[config.mk]
export PLATFORM = sky130hd
export DESIGN_NAME = booth_divider
export DESIGN_NICKNAME = d
export VERILOG_FILES = /design/src/rtl/div_pkg.sv /design/src/rtl/div_controller.sv /design/src/rtl/booth_divider.sv
export SDC_FILE = /design/constraint.sdc
export NUM_CORES = 1
export LEC_CHECK = 0
export CORE_UTILIZATION = 33
export CTS_CLUSTER_SIZE = 24
export DETAILED_ROUTE_END_ITERATION = 10
export GPL_TIMING_DRIVEN = 1
export HOLD_SLACK_MARGIN = 0.12
export SLEW_MARGIN = 20
export SYNTH_ARGS = -nofsm -noshare
export SYNTH_HDL_FRONTEND = slang
export SYNTH_SLANG_ARGS = --single-unit
[constraint.sdc]
create_clock -name clk -period 5.9 [get_ports clk]
set_clock_uncertainty 0.15 [all_clocks]
set_input_delay 0.59 -clock clk [delete_from_list [all_inputs] [get_ports clk]]
set_output_delay 0.59 -clock clk [all_outputs]
set_load 0.03 [all_outputs]
[src/rtl/div_pkg.sv]
// Shared types and constants for the sequential signed divider.
package div_pkg;

  localparam int DIV_WIDTH_DEF = 8;

  typedef enum logic [2:0] {IDLE, LOAD, DIV, SIGN, DONE} div_state_t;

  // One restoring step per dividend bit.
  function automatic int div_iters(input int w);
    return 2 * w;
  endfunction

endpackage

[src/rtl/div_controller.sv]
// Divider sequencer: FSM, iteration counter and datapath strobes.
module div_controller
  import div_pkg::*;
#(
  parameter int WIDTH = DIV_WIDTH_DEF
) (
  input  logic i_clk,
  input  logic i_rst,
  input  logic i_start,
  input  logic i_ge,
  output logic o_cap,
  output logic o_load,
  output logic o_shift,
  output logic o_sub,
  output logic o_fix,
  output logic o_busy,
  output logic o_done
);

  localparam int ITERS = div_iters(WIDTH);
  localparam int CNT_W = $clog2(ITERS) + 1;

  div_state_t       r_state;
  logic [CNT_W-1:0] r_cnt;
  logic             r_busy;
  logic             r_done;

  always_ff @(posedge i_clk or posedge i_rst) begin
    if (i_rst) begin
      r_state <= IDLE;
      r_cnt   <= '0;
      r_busy  <= 1'b0;
      r_done  <= 1'b0;
    end else begin
      case (r_state)
        IDLE: begin
          r_done <= 1'b0;
          if (i_start) begin
            r_state <= LOAD;
            r_busy  <= 1'b1;
          end
        end
        LOAD: begin
          r_cnt   <= '0;
          r_state <= DIV;
        end
        DIV: begin
          if (r_cnt == CNT_W'(ITERS - 1)) r_state <= SIGN;
          else                            r_cnt   <= r_cnt + CNT_W'(1);
        end
        SIGN: begin
          r_state <= DONE;
          r_busy  <= 1'b0;
          r_done  <= 1'b1;
        end
        DONE: begin
          r_done  <= 1'b0;
          r_state <= IDLE;
        end
        default: begin
          r_state <= IDLE;
          r_busy  <= 1'b0;
          r_done  <= 1'b0;
        end
      endcase
    end
  end

  assign o_cap   = (r_state == IDLE) && i_start;
  assign o_load  = (r_state == LOAD);
  assign o_shift = (r_state == DIV);
  assign o_sub   = o_shift && i_ge;
  assign o_fix   = (r_state == SIGN);
  assign o_busy  = r_busy;
  assign o_done  = r_done;

endmodule

[src/rtl/booth_divider.sv]
// Signed 2W/W restoring divider with start/done handshake.
// Define DIV_SAT_EN to saturate the quotient on overflow instead of wrapping.
module booth_divider
  import div_pkg::*;
#(
  parameter int WIDTH = DIV_WIDTH_DEF
) (
  input  logic               clk,
  input  logic               rst,
  input  logic               start,
  input  logic [2*WIDTH-1:0] dividend,
  input  logic [WIDTH-1:0]   divisor,
  output logic               busy,
  output logic               done,
  output logic [WIDTH-1:0]   quotient,
  output logic [WIDTH-1:0]   remainder,
  output logic               err
);

  localparam int W  = WIDTH;
  localparam int DW = 2 * WIDTH;

  function automatic logic [DW-1:0] mag_dvd(input logic signed [DW-1:0] x);
    return x[DW-1] ? -x : x;
  endfunction

  function automatic logic [W-1:0] mag_dvs(input logic signed [W-1:0] x);
    return x[W-1] ? -x : x;
  endfunction

  function automatic logic [W-1:0] sat_q(input logic neg);
    return neg ? {1'b1, {(W-1){1'b0}}} : {1'b0, {(W-1){1'b1}}};
  endfunction

  logic w_cap, w_load, w_shift, w_sub, w_fix, w_ge;

  logic signed [DW-1:0] r_dvd_in;
  logic signed [W-1:0]  r_dvs_in;
  logic [DW-1:0]        r_qm;
  logic [W-1:0]         r_prem;
  logic [W-1:0]         r_dvsm;
  logic                 r_sign_q, r_sign_r, r_dz;

  logic [W:0]           w_trial;
  logic [W-1:0]         w_diff;
  logic signed [DW-1:0] w_q_signed;
  logic signed [W-1:0]  w_r_signed;
  logic                 w_ovf;
  logic [W-1:0]         w_q_out;

  div_controller #(.WIDTH(WIDTH)) u_ctrl (
    .i_clk   (clk),
    .i_rst   (rst),
    .i_start (start),
    .i_ge    (w_ge),
    .o_cap   (w_cap),
    .o_load  (w_load),
    .o_shift (w_shift),
    .o_sub   (w_sub),
    .o_fix   (w_fix),
    .o_busy  (busy),
    .o_done  (done)
  );

  // Restoring step: partial remainder stays below |divisor|, so W bits hold it.
  assign w_trial = {r_prem, r_qm[DW-1]};
  assign w_ge    = (w_trial >= {1'b0, r_dvsm});
  assign w_diff  = w_trial[W-1:0] - r_dvsm;

  always_ff @(posedge clk) begin
    if (w_cap) begin
      r_dvd_in <= dividend;
      r_dvs_in <= divisor;
    end
    if (w_load) begin
      r_qm     <= mag_dvd(r_dvd_in);
      r_dvsm   <= mag_dvs(r_dvs_in);
      r_prem   <= '0;
      r_sign_q <= r_dvd_in[DW-1] ^ r_dvs_in[W-1];
      r_sign_r <= r_dvd_in[DW-1];
      r_dz     <= (r_dvs_in == '0);
    end else if (w_shift) begin
      r_qm   <= {r_qm[DW-2:0], w_sub};
      r_prem <= w_sub ? w_diff : w_trial[W-1:0];
    end
  end

  // The quotient fits iff its upper W+1 bits are a pure sign extension.
  assign w_q_signed = r_sign_q ? -r_qm : r_qm;
  assign w_r_signed = r_sign_r ? -r_prem : r_prem;
  assign w_ovf      = !((&w_q_signed[DW-1:W-1]) || !(|w_q_signed[DW-1:W-1]));

`ifdef DIV_SAT_EN
  assign w_q_out = w_ovf ? sat_q(r_sign_q) : w_q_signed[W-1:0];
`else
  assign w_q_out = w_q_signed[W-1:0];
`endif

  always_ff @(posedge clk or posedge rst) begin
    if (rst) begin
      quotient  <= '0;
      remainder <= '0;
      err       <= 1'b0;
    end else if (w_fix) begin
      if (r_dz) begin
        quotient  <= '1;
        remainder <= r_dvd_in[W-1:0];
        err       <= 1'b1;
      end else begin
        quotient  <= w_q_out;
        remainder <= w_r_signed;
        err       <= w_ovf;
      end
    end
  end

endmodule

Word-level counts from Yosys, hierarchy flattened
Cells that the tools add are included.

Register bits: 86. Bits in latches: 0. Bits in writable memories: 0. Memory bits (read-only): 0. Input bits: 27. Logic and storage cells: 66. Memories: 0.

$add $sub $neg: 6. Multipliers: 0. Div/mod/pow operators: 0. $lt $le $gt $ge: 1. Equality and inequality tests: 8. Shift operators: 0. Mux-type cells: 18. Bitwise operators: 2. Reduce and logical (&&, ||, !) cells: 15.

Operators with widths (number): $mux 16 (4); $mux 8 (4); $neg 16->16 (2); $neg 8->8 (2); $pmux 3 s4 (1); $pmux 5 s2 (1); $ge 9x8->1 (1); $reduce_and 9->1 (1); $reduce_or 9->1 (1); $logic_not 8->1 (1); $sub 8x8->8 (1); $mux 7 (1); $eq 3x2->1 const B (2); $mux 3 (2); $ne 2x2->1 const B (3); $reduce_and 2->1 (3); $add 5x1->5 const B (1); $eq 5x4->1 const B (1); $mux 5 (1); $pmux 1 s2 (2); $eq 3x1->1 const B (1); $eq 3x3->1 const B (1); $logic_not 3->1 (1); $reduce_or 3->1 (1); other kinds (8) (11).

Longest topological paths before layout
Gate-level depths: netlist (run 1).

Word-level depth: 7. Depth in mapped cells: 9. Gate-level depth less buffers: 9.

Modules after synthesis
A second synthesis (run 1) with hierarchy kept.

Cells, all modules: 466. Area, all modules: 4813.4 um^2.

Modules (own cells, without submodules): booth_divider (times used 1, cells an instance 416, area each 4267.8 um^2, sequential area each 2117.0 um^2); div_controller (times used 1, cells an instance 50, area each 545.5 um^2, sequential area each 250.2 um^2).

Worst setup path before layout (run 1)
OpenSTA, ideal clock, no wires.

Kind: input port to flip-flop. From: input port start. To: register r_dvd_in[0], enable pin. Setup time: 0.474 ns. Data arrival time: 3.106 ns. Data required time: 5.276 ns. Path slack: 2.169 ns. Cell stages on the path: 1. Buffers on the path: 0. Path through: nor4b_1.

Cells in the longest elaborated chain, start to end: 1.

RTL lines: start: declaration (line booth_divider.sv:10) `input logic start,`; $logic_and 1x1->1 (line div_controller.sv:69) `assign o_cap = (r_state == IDLE) && i_start;`; end signal: assignment (line booth_divider.sv:72) `r_dvd_in <= dividend;`; end: declaration (line booth_divider.sv:37) `logic signed [DW-1:0] r_dvd_in;`.

No other way between the ends. A chain may end at the register's enable or synchronous reset.

Worst setup path after layout (run 1)
From: register u_ctrl.r_state[0]. To: register r_qm[7], enable pin.

Cells in the longest elaborated chain, start to end: 2.

RTL lines: start: declaration (line div_controller.sv:23) `div_state_t r_state;`; start signal: assignment (line div_controller.sv:30) `r_state <= IDLE;`; start signal: assignment (line div_controller.sv:39) `r_state <= LOAD;`; start signal: assignment (line div_controller.sv:45) `r_state <= DIV;`; $eq 3x2->1 or $eq 3x1->1 (tied branches) (line div_controller.sv:71, div_controller.sv:70); $reduce_bool 2->1 (no line) (*); end signal: assignment (line booth_divider.sv:76) `r_qm <= mag_dvd(r_dvd_in);`; end signal: assignment (line booth_divider.sv:83) `r_qm <= {r_qm[DW-2:0], w_sub};`; end: declaration (line booth_divider.sv:39) `logic [DW-1:0] r_qm;`.

Every way passes the cells marked *; elsewhere a longest branch is shown, timed or not.

==> out/metrics.cfg, run 1 <==
[run_status]
status = finished clean

[setup_path]
start_kind = flop
critPathCaptureType = flop
crit_fanout = 32
required_ns = 5.73
cpLargestDelayFamily = simple AND/OR/NAND/NOR gates
path_cells = inv_1 > or3_1 > clkinv_1 > nor2_1 > inv_1
crit_buf_inv = 3
slowest_stage = nor2_1
slowest_delay_ns = 0.79
r2r_cells = 5
crit_arrival_ns = 3.64
cp.depth = 5
critPathMostFrequentCell = inv_1
crit_type = flop to flop

[sta]
hold_viol = 0
fin_crit_sh_pct = 64.67
finalSetupViolations = 0
maxSlewHeadroom_pct = 36.03
worstMarginPinSlew_ns = 0.9537
fin_hold_ws_ns = 0.3355
drv_slew = 0
max_freq_ghz = 0.2621
fin_crit_ns = 3.816
rsz0062_at_grt = false
setup_tns_ns = 0

[synth]
synth_top_flop_cell = edfxtp_1
syn-cell-area_mm2 = 0.004622
synth.distinct_cells = 51
async_reset_ff_share_pct = 31.40
synth-seq-cells = 86
synth_most_common_cell = nand2_1
synth_top_family_by_area = simple AND/OR/NAND/NOR gates
ys_top_cells_by_area = edfxtp_1, dfrtp_1, xor2_1
synthCells = 459
synth-xor-area-share_pct = 7.959
ys_seq_area_share_pct = 51.22
synthMuxAreaShare_pct = 1.949
synth_commonest_cells = nand2_1, edfxtp_1, o21ai_0
synth_compound_area_share_pct = 13.40
synthSimpleGateAreaFrac_pct = 17.00
yosysTopAreaCell = edfxtp_1
synth_edf_count = 51
synth_top_area_share_pct = 33.13
yosysWarnings = 0
synthAdderAreaFrac_pct = 4.223
syn_area_per_cell_um2 = 10.07
synth_nets = 501

[detailed_routing]
route.detailed.drc = 0
drtAntennaViolNets = 0
dr.first_iter.drc_count = 367
drt_first_pass_iters = 4
vias = 3402
routed_wl_mm = 9.861
wire_per_inst_um = 14.54
post_drt_via_cell_ratio = 5.018

[clocking]
clockBufferDepth = 2
tritoncts = done
cts_buffers = 9
ctsResizeCount = 0
clk_latency_ns = 0.34
htreeDepth = 3
cts_hold_buf = 0
clk_pin_slew_worst_paths_ns = 0.06
cts.sinks = 86
postCtsSetupRepairBufs = 0
cts-root-buf = clkbuf_16

[global_route]
grt_max_degree = 33
grt_pass1_wl_mm = 16.36
antenna_found_initial = 0
grtUsageTotal_pct = 14.76
grt_pass1_vias = 3282
grt_overflow = 0

[power]
leakage_nw = 2.077
ir_drop_uv = 188.1
p_per_area_mw_per_mm2 = 510.0
power_mw = 2.802

[floorplan]
initial_core_util_pct = 34.36
row_count = 42
io_pins = 46
core_area_mm2 = 0.01345
dieArea_mm2 = 0.01448
die_h_um = 120.3
die_w_um = 120.3

[final_layout]
multi_input_area_mm2 = 0.002064
stdcell_area_mm2 = 0.005494
finalNetCount = 539
regArea_mm2 = 0.002367
fill_cells = 1349
drive_above_1_share_pct = 4.781
antenna_cells = 0
areaGrowthSynthToFinish_pct = 18.87
finalNonFillerCells = 678

[job]
cap_violations = 0

[place]
place.gp.congestion = 0.8638
dp.cells = 662
dp_hpwl_mm = 7.534
placed_area_mm2 = 0.005226
portBuffers = 45

[hold_path]
hold_path.class = flop to flop
min_path_cells = 2

[metrics by stage]
stage          utilization, %  setup slack (ns)
3_5_place_dp            38.85             2.040
3_3_place_gp            38.85             2.237
4_1_cts                 40.84             2.057
6_report                40.84             2.084
2_1_floorplan               -             2.169
5_1_grt                 40.84             1.639
[worst min-delay path: cells and delay by family (launching register included)]
kind               cells  cell delay (ns)
and+or+nand+nor        1             0.05
AOI/OAI and AO/OA      1             0.06
DFF                    1             0.35
[state kept, by name (all words and copies together), names as in the netlist]
register / count
quotient: 8
r_dvs_in: 8
r_sign_r: 1
u_ctrl.o_done: 1
u_ctrl.r_state: 3
u_ctrl.o_busy: 1
r_sign_q: 1
r_prem: 8
remainder: 8
r_dvd_in: 16
r_dz: 1
r_dvsm: 8
u_ctrl.r_cnt: 5
err: 1
r_qm: 16
[final cells by class]
class / count / share of cell area [%]
sequential: 86 / 43.09
multi-input combinational: 323 / 37.58
timing repair buffer: 46 / 8.335
clock buffer: 10 / 4.168
tap: 176 / 4.008
inverter: 31 / 2.118
clock inverter: 6 / 0.7060
[cell families after synthesis]
logic type | count (synthesis)
and+or+nand+nor | 160
AOI/OAI and AO/OA | 97
DFF | 86
buffers and inverters | 50
xor gates and xnor gates | 42
adders and majority gates | 15
muxes | 9
[routing by layer]
layer	wire length, µm	share of wire (%)	GRT usage, %
met3	379	3.8	3.585
met1	4680	47	19.61
met4	158	1.6	6.096
met5	0	0	0
met2	4643	47	22.99
[power breakdown]
| group | total, mW | internal, mW | leakage, nW | switching (mW) |
|---|---|---|---|---|
| clock network | 0.516 | 0.283 | 0.120 | 0.233 |
| registers | 1.16 | 0.914 | 0.870 | 0.245 |
| logic | 1.13 | 0.467 | 1.09 | 0.661 |
| total | 2.80 | 1.66 | 2.08 | 1.14 |
[worst paths after layout]
check / slack, ns / end / start
setup / recovery: 2.08 / r_qm[7] / u_ctrl.r_state[0]
hold / removal: 0.34 / remainder[2] / remainder[2]
setup reg to reg: 2.08 / r_qm[7] / u_ctrl.r_state[0]
hold reg to reg: 0.34 / remainder[2] / remainder[2]
max in group asynchronous: 4.64 / remainder[6] / rst
min in group asynchronous: 0.51 / quotient[3] / rst
[cells in the final DEF (no fill, tap or decap), drive strengths merged, types with 9 or more instances in the layout]
cell | netlist | routed
nand2 | 57 | 57
edfxtp | 51 | 51
clkdlybuf4s50 | 0 | 45
o21ai | 38 | 38
nor2 | 32 | 32
inv | 29 | 28
dfrtp | 27 | 27
xor2 | 25 | 25
xnor2 | 17 | 17
ha | 14 | 14
a21oi | 13 | 13
o31ai | 13 | 13
nor3 | 13 | 13
clkbuf | 15 | 10
mux2i | 9 | 9
nand3 | 9 | 9
(Power assumes the default switching activity.)
==> inputs of run 2 (changes only) <==
==> constraint.sdc (replaced) <==
create_clock -name clk -period 3.3 [get_ports clk]
set_clock_uncertainty 0.15 [all_clocks]
set_input_delay 0.33 -clock clk [delete_from_list [all_inputs] [get_ports clk]]
set_output_delay 0.33 -clock clk [all_outputs]
set_load 0.03 [all_outputs]
==> run 2 against run 1 <==
Worst hold slack worse by 0.11 ns. Clock-buffer cell count rose by 2. Critical path depth up 3. Sequential share of layout area is 0.70 points lower. Sequential cell count did not move. Non-clock buffer count is 5 higher. Global-route usage fell by 0.46 points. Clock power is 100% higher. Combinational power grew 81%. Largest power group unchanged.
==> out/metrics.cfg, run 2 (synthesis gave the netlist of run 1 again) <==
[sta]
fin_hold_ws_ns = 0.2271  ; -0.1085 ns
timing.final.ws_setup_ns = 0.4662  ; -1.618 ns
setup_tns_ns = 0  ; unchanged
worstMarginPinSlew_ns = 0.7795  ; -0.1742 ns
finalSetupViolations = 0  ; unchanged
drv_slew = 0  ; unchanged
rsz0062_at_grt = false
maxSlewHeadroom_pct = 48.04  ; +12 points
max_freq_ghz = 0.3529  ; +35%
fin_crit_sh_pct = 85.87  ; +21 points
fin_crit_ns = 2.834  ; -0.9820 ns
hold_viol = 0  ; unchanged

[global_route]
grt_pass1_wl_mm = 15.92  ; -2.7%
grtUsageTotal_pct = 14.30  ; -0.46 points
grt_overflow = 0  ; unchanged
grt_max_degree = 33  ; unchanged
grt_pass1_vias = 3215  ; -2.0%
antenna_found_initial = 0  ; unchanged

[detailed_routing]
routed_wl_mm = 9.710  ; -1.5%
drt_first_pass_iters = 4  ; unchanged
post_drt_via_cell_ratio = 5.028  ; +0.20%
drtAntennaViolNets = 0  ; unchanged
dr.first_iter.drc_count = 217  ; -41%
vias = 3434  ; +0.94%
route.detailed.drc = 0  ; unchanged
wire_per_inst_um = 14.22  ; -2.3%

[final_layout]
layout.cells.most_common_list = nand2_1, edfxtp_1, clkdlybuf4s50_1
finalNetCount = 544  ; +0.93%
stdcell_area_mm2 = 0.005585  ; +1.7%
drive_above_1_share_pct = 6.509  ; +1.7 points
antenna_cells = 0  ; unchanged
fill_cells = 1322  ; -2.0%
regArea_mm2 = 0.002367  ; unchanged
multi_input_area_mm2 = 0.002073  ; +0.42%
areaGrowthSynthToFinish_pct = 20.84
top_regs = r_dvd_in x16, r_qm x16
layout.cells.most_common = nand2_1

[setup_path]
crit_fanout = 9  ; -72%
crit_arrival_ns = 2.90  ; -0.74 ns
slowest_stage = or4b_4
critPathCaptureType = flop
start_kind = flop
cp.depth = 8  ; +3
cpLargestDelayFamily = simple AND/OR/NAND/NOR gates
crit_buf_inv = 1  ; -2
slowest_delay_ns = 0.61  ; -0.18 ns
path_cells = inv_1 > ha_1 > or3b_1 > or4b_4 > nand2_1 > o2111ai_1 > a2111oi_0 > nor3_1
crit_type = flop to flop
r2r_cells = 8  ; +3
required_ns = 3.37  ; -2.36 ns

[job]
cap_violations = 0  ; unchanged

[power]
p_seq_share_pct = 40.1  ; -1.3 points
p_int_mw = 3.119  ; +87%
combPwrFrac_pct = 39.7  ; -0.5 points
switching_share_pct = 39.33  ; -1.3 points
p_sw_mw = 2.022  ; +78%
leakage_nw = 2.143  ; +3.2%
ir_drop_uv = 294.8  ; +57%
p_per_area_mw_per_mm2 = 920.6  ; +80%
power_mw = 5.142  ; +83%
power.share.clock_pct = 20.2  ; +1.8 points

[clocking]
tritoncts = done
cts_hold_buf = 0  ; unchanged
clockBufferDepth = 2  ; unchanged
cts-root-buf = clkbuf_16
ctsResizeCount = 0  ; unchanged
cts.sinks = 86  ; unchanged
clk_latency_ns = 0.34  ; about the same
cts_buffers = 9  ; unchanged
clk_pin_slew_worst_paths_ns = 0.06  ; about the same
postCtsSetupRepairBufs = 0  ; unchanged
htreeDepth = 3  ; unchanged

[floorplan]
initial_core_util_pct = 34.36  ; unchanged
dieArea_mm2 = 0.01448  ; unchanged
io_pins = 46  ; unchanged
die_h_um = 120.3  ; unchanged
core_area_mm2 = 0.01345  ; unchanged
die_w_um = 120.3  ; unchanged
row_count = 42  ; unchanged

[run_status]
status = finished clean

[place]
dp_hpwl_mm = 7.333  ; -2.7%
placed_area_mm2 = 0.005273  ; +0.89%
post-place-ws_ns = 0.5126  ; -1.527 ns
portBuffers = 45  ; unchanged
place.gp.congestion = 0.8476  ; -1.9%

[hold_path]
hold_path.class = primary input to async pin

==> run 2: changes by cell type in the layout (fill, tap and decap cells not counted), sizes merged <==
| cell | change |
|---|---|
| buf | +5 |
| clkbuf | +2 |
| clkinv | -2 |
| clkinvlp | -2 |
| inv | +2 |
==> run 2: worst register-to-register path, stage by stage (launching register included) <==
cell       delay (ns)
edfxtp_1         0.44
inv_1            0.09
ha_1             0.15
or3b_1           0.49
or4b_4           0.61
nand2_1          0.09
o2111ai_1        0.12
a2111oi_0        0.49
nor3_1           0.08
==> run 2: layout make-up <==
class / instances / share of cell area, %
tap: 176 / 3.943
multi-input combinational: 323 / 37.12
clock buffer: 12 / 5.175
timing repair buffer: 51 / 8.871
clock inverter: 4 / 0.4256
inverter: 31 / 2.083
sequential: 86 / 42.38
==> run 2: power groups by stage <==
stage | Clock (mW) | Sequential (mW) | Combinational [mW]
6_report | 1.04 | 2.06 | 2.04
5_1_grt | 1.10 | 2.13 | 2.28
4_1_cts | 1.06 | 2.06 | 2.06
3_5_place_dp | 0 | 2.08 | 2.05
3_3_place_gp | 0 | 2.06 | 2.02
2_1_floorplan | 0 | 2.08 | 1.39
==> run 2: per-layer routing <==
layer	routed length [µm]	up-vias	global-route usage (%)
li1	-	1732	-
met1	4557	1618	18.44
met2	4539	71	23.10
met3	424	13	2.925
met4	189	0	6.404
met5	0	-	0
==> run 2: worst paths after layout <==
path / slack [ns] / to / startpoint
min reg2reg: 0.34 / remainder[1] / remainder[1]
max: 0.47 / err / r_qm[0]
min: 0.23 / quotient[6] / rst
max in group asynchronous: 2.40 / u_ctrl.r_state[1] / rst
min in group clk: 0.34 / remainder[1] / remainder[1]
max reg2reg: 0.47 / err / r_qm[0]
==> run 2: per-stage QoR <==
stage               std cells  utilization (%)
global placement          667            39.19
detailed placement        667            39.19
floorplan                 459                -
CTS                       683            41.52
global route              683            41.52
finish                    683            41.52
==> inputs of run 3 (changes only) <==
--- a/config.mk
+++ b/config.mk
@@ -10,6 +10,7 @@
 export DETAILED_ROUTE_END_ITERATION = 10
 export GPL_TIMING_DRIVEN = 1
 export HOLD_SLACK_MARGIN = 0.12
+export SKIP_LAST_GASP = 1
 export SLEW_MARGIN = 20
 export SYNTH_ARGS = -nofsm -noshare
 export SYNTH_HDL_FRONTEND = slang
==> results of run 3 <==
Same layout as run 2: the final DEF is identical, and so are final timing and power.
